### config.mk
export PLATFORM = sky130hd
export DESIGN_NAME = memory_arbiter
export DESIGN_NICKNAME = d
export VERILOG_FILES = /design/src/rtl/memory_arbiter_pkg.sv /design/src/rtl/memory_arbiter_round_robin_select.sv /design/src/rtl/memory_arbiter.sv
export SDC_FILE = /design/constraint.sdc
export NUM_CORES = 1
export LEC_CHECK = 0
export CORE_MARGIN = 4
export CORE_UTILIZATION = 37
export DETAILED_ROUTE_END_ITERATION = 7
export GPL_ROUTABILITY_DRIVEN = 0
export PLACE_DENSITY_LB_ADDON = 0.05
export SYNTH_ARGS = -nofsm -noshare
export SYNTH_HDL_FRONTEND = slang
export SYNTH_HIERARCHICAL = 1
export SYNTH_SLANG_ARGS = --single-unit
### constraint.sdc
create_clock -name CLOCK -period 1.7 [get_ports CLOCK]
set_input_delay 0.255 -clock CLOCK [delete_from_list [all_inputs] [get_ports CLOCK]]
set_output_delay 0.255 -clock CLOCK [all_outputs]
set_load 0.02 [all_outputs]
### src/rtl/memory_arbiter_pkg.sv
// Shared types and constants for the memory arbiter slice.
package memory_arbiter_pkg;

    localparam int REGSIZE = 8;

    typedef logic [REGSIZE-1:0] DEFAULT_TYPE;

    typedef enum logic [1:0] {
        MEMORY_STAY  = 2'b00,
        MEMORY_READ  = 2'b01,
        MEMORY_WRITE = 2'b10
    } MEMORY_FLAG_TYPE;

    // Sequencer states kept as plain constants so older code can compare raw bits
    typedef logic [1:0] ARBITER_STATE_TYPE;
    localparam ARBITER_STATE_TYPE ARB_IDLE    = 2'd0;
    localparam ARBITER_STATE_TYPE ARB_ISSUE   = 2'd1;
    localparam ARBITER_STATE_TYPE ARB_RESPOND = 2'd2;

    typedef logic PORT_ID_TYPE;
    localparam PORT_ID_TYPE PORT_CPU    = 1'b0;
    localparam PORT_ID_TYPE PORT_LOADER = 1'b1;

endpackage

### src/rtl/memory_arbiter_round_robin_select.sv
// Two-port round-robin picker: a lone request wins, a tie goes to the port
// that did not win last time.
module round_robin_select
    import memory_arbiter_pkg::*;
(
    input  logic        REQ0,
    input  logic        REQ1,
    input  PORT_ID_TYPE last_grant,
    output logic        valid,
    output PORT_ID_TYPE winner
);

    // Pick the winner among the currently raised requests
    always_comb begin
        valid  = REQ0 | REQ1;
        winner = PORT_CPU;
        if (REQ0 && REQ1) begin
            winner = ~last_grant;
        end else if (REQ1) begin
            winner = PORT_LOADER;
        end
    end

endmodule

### src/rtl/memory_arbiter.sv
// Shares one memory_unit port between the cpu core (port 0) and the
// program loader / debug port (port 1) with an IDLE -> ISSUE -> RESPOND
// sequencer, round-robin tie breaking and a saturating conflict counter.
module memory_arbiter
    import memory_arbiter_pkg::*;
#(
    parameter int DATA_WIDTH = REGSIZE,
    parameter int CNT_WIDTH  = 8
) (
    input  logic                  CLOCK,
    input  logic                  RESET_N,
    input  logic                  REQ0,
    input  logic                  REQ1,
    input  MEMORY_FLAG_TYPE       RW0,
    input  MEMORY_FLAG_TYPE       RW1,
    input  logic [DATA_WIDTH-1:0] ADDR0,
    input  logic [DATA_WIDTH-1:0] ADDR1,
    input  logic [DATA_WIDTH-1:0] WDATA0,
    input  logic [DATA_WIDTH-1:0] WDATA1,
    output logic                  ACK0,
    output logic                  ACK1,
    output logic [DATA_WIDTH-1:0] RDATA0,
    output logic [DATA_WIDTH-1:0] RDATA1,
    output logic [DATA_WIDTH-1:0] address,
    output MEMORY_FLAG_TYPE       rw_flag,
    output logic [DATA_WIDTH-1:0] write_memory_value,
    input  logic [DATA_WIDTH-1:0] read_memory_value,
    output logic                  BUSY,
    output logic [CNT_WIDTH-1:0]  CONFLICT_COUNT
);

    ARBITER_STATE_TYPE state;
    PORT_ID_TYPE       grant;
    PORT_ID_TYPE       last_grant;
    logic              sel_valid;
    PORT_ID_TYPE       sel_winner;

    round_robin_select u_round_robin_select (
        .REQ0       (REQ0),
        .REQ1       (REQ1),
        .last_grant (last_grant),
        .valid      (sel_valid),
        .winner     (sel_winner)
    );

    assign BUSY = (state != ARB_IDLE);

    // Sequencer: register the winner's request, capture read data, pulse the ack
    always_ff @(posedge CLOCK or negedge RESET_N) begin
        if (!RESET_N) begin
            state              <= ARB_IDLE;
            grant              <= PORT_CPU;
            last_grant         <= PORT_LOADER;
            ACK0               <= 1'b0;
            ACK1               <= 1'b0;
            RDATA0             <= '0;
            RDATA1             <= '0;
            address            <= '0;
            rw_flag            <= MEMORY_STAY;
            write_memory_value <= '0;
        end else begin
            case (state)
                ARB_IDLE: begin
                    if (sel_valid) begin
                        grant      <= sel_winner;
                        last_grant <= sel_winner;
                        if (sel_winner == PORT_LOADER) begin
                            address            <= ADDR1;
                            rw_flag            <= RW1;
                            write_memory_value <= WDATA1;
                        end else begin
                            address            <= ADDR0;
                            rw_flag            <= RW0;
                            write_memory_value <= WDATA0;
                        end
                        state <= ARB_ISSUE;
                    end
                end
                ARB_ISSUE: begin
                    if (rw_flag == MEMORY_READ) begin
                        if (grant == PORT_LOADER) begin
                            RDATA1 <= read_memory_value;
                        end else begin
                            RDATA0 <= read_memory_value;
                        end
                    end
                    if (grant == PORT_LOADER) begin
                        ACK1 <= 1'b1;
                    end else begin
                        ACK0 <= 1'b1;
                    end
                    address            <= '0;
                    rw_flag            <= MEMORY_STAY;
                    write_memory_value <= '0;
                    state              <= ARB_RESPOND;
                end
                ARB_RESPOND: begin
                    ACK0  <= 1'b0;
                    ACK1  <= 1'b0;
                    state <= ARB_IDLE;
                end
                default: begin
                    state <= ARB_IDLE;
                end
            endcase
        end
    end

    // Count idle cycles where both ports want the memory, sticking at all-ones
    always_ff @(posedge CLOCK or negedge RESET_N) begin
        if (!RESET_N) begin
            CONFLICT_COUNT <= '0;
        end else if (state == ARB_IDLE && REQ0 && REQ1 && CONFLICT_COUNT != '1) begin
            CONFLICT_COUNT <= CONFLICT_COUNT + CNT_WIDTH'(1);
        end
    end

endmodule

==> results of run 1 <==
## registers in the layout, indices dropped and copies added, names as in the netlist
register / count
RDATA1: 8
CONFLICT_COUNT: 8
state: 2
rw_flag: 2
grant: 1
last_grant: 1
address: 8
RDATA0: 8
write_memory_value: 8
ACK0: 1
ACK1: 1
## path summary, 6_finish.rpt
check,from,to,slack [ns],cells past startpoint
max,rw_flag[0],rw_flag[0],0.07,1
min,RESET_N,RDATA1[4],0.39,2
max reg2reg,state[1],RDATA0[5],0.11,4
min reg2reg,last_grant,last_grant,0.48,2
max in group asynchronous,RESET_N,write_memory_value[6],0.70,3
min in group CLOCK,last_grant,last_grant,0.48,2
## through the flow
| stage | utilization, % | power (mW) | cell area (um2) | hold WS (ns) |
|---|---|---|---|---|
| floorplan | - | 3.568 | 2106 | -0.04059 |
| global placement | 57.85 | 4.998 | 3186 | 0.1877 |
| finish | 60.35 | 5.822 | 3323 | 0.3912 |
| detailed placement | 57.85 | 5.046 | 3186 | 0.1760 |
| CTS | 60.21 | 5.916 | 3316 | 0.3973 |
| global route | 60.35 | 6.246 | 3323 | 0.4343 |
## cell families (layout without fill, tap and decap cells)
family,after synthesis,in the layout,synth area share [%]
AND/OR/NAND/NOR,43,43,10.87
adder cells (fa/ha/maj),1,1,0.5941
AO/OA/AOI/OAI,29,29,8.438
multiplexers,38,38,19.25
buffers and inverters,11,116,2.495
flip-flops,48,48,57.10
XOR/XNOR,3,3,1.248
## power groups by stage
stage                     logic, mW  registers, mW  clock network (mW)
after global routing           3.21           2.10               0.935
after floorplan               0.980           2.59                   0
after detailed placement       3.00           2.05                   0
after CTS                      2.99           2.03               0.891
final                          2.94           2.02               0.861
after global placement         2.96           2.03                   0
## cell type report
| cell class | instances | area [um2] | area share [%] |
|---|---|---|---|
| repair buffers | 104 | 1035 | 31.14 |
| inverters | 4 | 15.01 | 0.4518 |
| multi-input cells | 114 | 859.6 | 25.87 |
| clock buffers | 6 | 82.58 | 2.485 |
| flip-flops and latches | 48 | 1202 | 36.18 |
| well taps | 72 | 90.09 | 2.711 |
| clock inverters | 2 | 38.79 | 1.167 |
## layer usage
layer	wire (um)	share of wire (%)	up-vias	global-route usage, %
met5	0	0	-	0
met4	61	1.3	0	4.825
met3	320	6.6	6	4.563
met2	2239	46	52	24.20
met1	2236	46	785	19.35
li1	-	-	830	-
## what timing repair did
action | in CTS | in global routing
endpoints found under the setup margin | 1 | 2
hold buffers | 1 | 0
hold endpoints to repair | 14 | 0
resized for setup | 1 | 2
cloned | 0 | 0
## placed cells by master, fill, tap and decap left out, types with 2 or more instances in the layout
cell type | Yosys | layout
sky130_fd_sc_hd__clkdlybuf4s50_1 | 0 | 89
sky130_fd_sc_hd__dfrtp_1 | 47 | 47
sky130_fd_sc_hd__mux2_2 | 20 | 20
sky130_fd_sc_hd__mux2i_1 | 18 | 18
sky130_fd_sc_hd__nor2_1 | 13 | 13
sky130_fd_sc_hd__o21ai_0 | 12 | 12
sky130_fd_sc_hd__nand2_1 | 11 | 11
sky130_fd_sc_hd__a211oi_1 | 11 | 11
sky130_fd_sc_hd__nand3_1 | 9 | 9
sky130_fd_sc_hd__buf_4 | 0 | 9
sky130_fd_sc_hd__clkbuf_8 | 0 | 6
sky130_fd_sc_hd__a21oi_1 | 4 | 4
sky130_fd_sc_hd__inv_1 | 3 | 3
sky130_fd_sc_hd__xnor2_1 | 3 | 3
sky130_fd_sc_hd__and3_1 | 2 | 2
sky130_fd_sc_hd__nand2b_1 | 2 | 2
sky130_fd_sc_hd__buf_12 | 0 | 2
==> qor_table.md, run 1 <==
| Metric | Reported | Unit |
|:---|:---|:---|
| Crit share post-route | 95.59 | % |
| Power dissipated by switching net loads | 2.172 | mW |
| Pre-antenna DRT Iters | 3 | - |
| Post-DRT Antenna Nets | 0 | - |
| Layout Skew | 0.006842 | ns |
| Placed Cells incl. Taps | 341 | - |
| Leakage power summed over all cells | 1.429 | nW |
| DP Wirelength | 3677 | um |
| Yosys top cell by area | sky130_fd_sc_hd__dfrtp_1 | - |
| Synthesized netlist cell count | 173 | - |
| Diodes inserted | 0 | - |
| Number of ports placed on the die boundary | 93 | - |
| Post-CTS Setup Repair Bufs | 0 | - |
| Arrival @ worst endpoint | 1.37 | ns |
| Sum Neg Setup Slack | 0 | ns |
| Max incr delay on CP | 0.65 | ns |
| Capturing element type of the critical path | primary output | - |
| Syn avg cell area | 12.17 | um2 |
| Cell Area, Synth | 0.002106 | mm2 |
| Congestion Overflow GR | 0 | - |
| Final Worst Setup Slack | 0.07500 | ns |
| Placement row count | 27 | - |
| Number of flops mapped to enable cells by yosys | 0 | - |
| Number of sinks handled by clock tree synthesis | 48 | - |
| HP Class | primary input to asynchronous set/reset pin | - |
| Total clock buffers created by CTS | 5 | - |
| Series of cell instances along the critical path | clkdlybuf4s50_1 | - |
| Wire length of the first global-routing pass | 8549 | um |
| Run status | completed | - |
| Cell with the most instances after synthesis | sky130_fd_sc_hd__dfrtp_1 | - |
| Iteration-0 DRC Markers | 66 | - |
| Wirelength, routed | 4858 | um |
| Syn nets | 222 | - |
| Cell internal pwr | 3.650 | mW |
| Sequential cell fraction of total power | 34.7 | % |
| Average wire per cell in the routed design | 13.88 | um |
| RSZ-0062 raised after global routing | false | - |
| Initial antenna violation count | 0 | - |
| Most used DFF post-synth | sky130_fd_sc_hd__dfrtp_1 | - |
| Detail-routed via count per cell | 4.780 | - |
| Final Critical Period | 1.625 | ns |
| Number of levels the H-tree was split into | 2 | - |
| Fillers | 471 | - |
| Switching portion of total power | 37.30 | % |
| Root buffer cell | sky130_fd_sc_hd__clkbuf_8 | - |
| Synth warnings | 6 | - |
| Maximum fanout count along the critical path | 4 | - |
| Max capacitance violation total | 0 | - |
| Least-Margin Pin Slew | 0.3490 | ns |
| Core outline area | 0.005507 | mm2 |
| Largest net degree at the start of global routing | 26 | - |
| Async set-or-reset flop fraction in the synthesized netlist | 100.0 | % |
| Vertical die dimension | 83.44 | um |
| Pins over their slew limit | 0 | - |
| Net count, final | 326 | - |
| Buffering stage count on the worst path with inverters included | 1 | - |
| Vias after detailed routing | 1,673 | - |
| Top post-synthesis cells by area | sky130_fd_sc_hd__dfrtp_1 56%, sky130_fd_sc_hd__mux2_2 11%, sky130_fd_sc_hd__mux2i_1 8.6%, sky130_fd_sc_hd__a211oi_1 3.9%, sky130_fd_sc_hd__o21ai_0 2.9% | - |
| Initial cell density of the core | 38.24 | % |
| Highest clock rate | 615.4 | MHz |
| Clock slew at reported path FFs | 0.09 | ns |
| Worst-case clock buffer depth | 2 | - |
| Synthesized flop and latch total | 48 | - |
| Share of Yosys cell area claimed by the top area cell type | 55.85 | % |
| Number of hold violations in the final report | 0 | - |
| Crit start category | register | - |
| Data required time at the worst endpoint | 1.44 | ns |
| Cell variety after synth | 27 | - |
| Type of the worst setup path | register to primary output | - |
| Commonest cells in the netlist | 47 x sky130_fd_sc_hd__dfrtp_1, 20 x sky130_fd_sc_hd__mux2_2, 18 x sky130_fd_sc_hd__mux2i_1, 13 x sky130_fd_sc_hd__nor2_1, 12 x sky130_fd_sc_hd__o21ai_0 | - |
| Cell at the slowest stage of the critical path | sky130_fd_sc_hd__clkdlybuf4s50_1 | - |
| Critical path's top delay family | buffers and inverters | - |
| Setup violation total in the final timing report | 0 | - |
| Floorplan die width | 83.44 | um |
| Die Outline Area | 0.006962 | mm2 |
| Final instance count without filler cells | 350 | - |
| Power density normalized to cell area | 1752 | mW/mm2 |
| Layout overhead on the synthesized area | 57.81 | % |
| Sequential area share after synthesis | 57.10 | % |
| Share of power burned in combinational logic | 50.5 | % |
| Worst setup slack before clock tree synthesis | -0.1198 | ns |
| Clock tree from TritonCTS | done | - |
| Global router's overall resource usage | 15.02 | % |
| DR DRC count | 0 | - |
| Via count of the first global-routing pass | 1,739 | - |
| Insertion delay of the later-clocked pin in the worst-skew pair | 0.30 | ns |
| Input/output buffers | 92 | - |
| Worst max-slew margin expressed relative to the limit | 76.73 | % |
| Clock network fraction of total power | 14.8 | % |
| Worst IR drop on VDD | 844.8 | uV |
| Share of final-layout standard cells stronger than drive strength 1 | 16.91 | % |
No activity file was read; power rests on OpenSTA's default activity.
==> run 2: changes to the inputs <==
--- a/config.mk
+++ b/config.mk
@@ -7,6 +7,7 @@
 export LEC_CHECK = 0
 export CORE_MARGIN = 4
 export CORE_UTILIZATION = 37
+export CTS_CLUSTER_SIZE = 30
 export DETAILED_ROUTE_END_ITERATION = 7
 export GPL_ROUTABILITY_DRIVEN = 0
 export PLACE_DENSITY_LB_ADDON = 0.05
==> results of run 2 <==
Same layout as run 1: the final DEF is identical, and so are final timing and power.
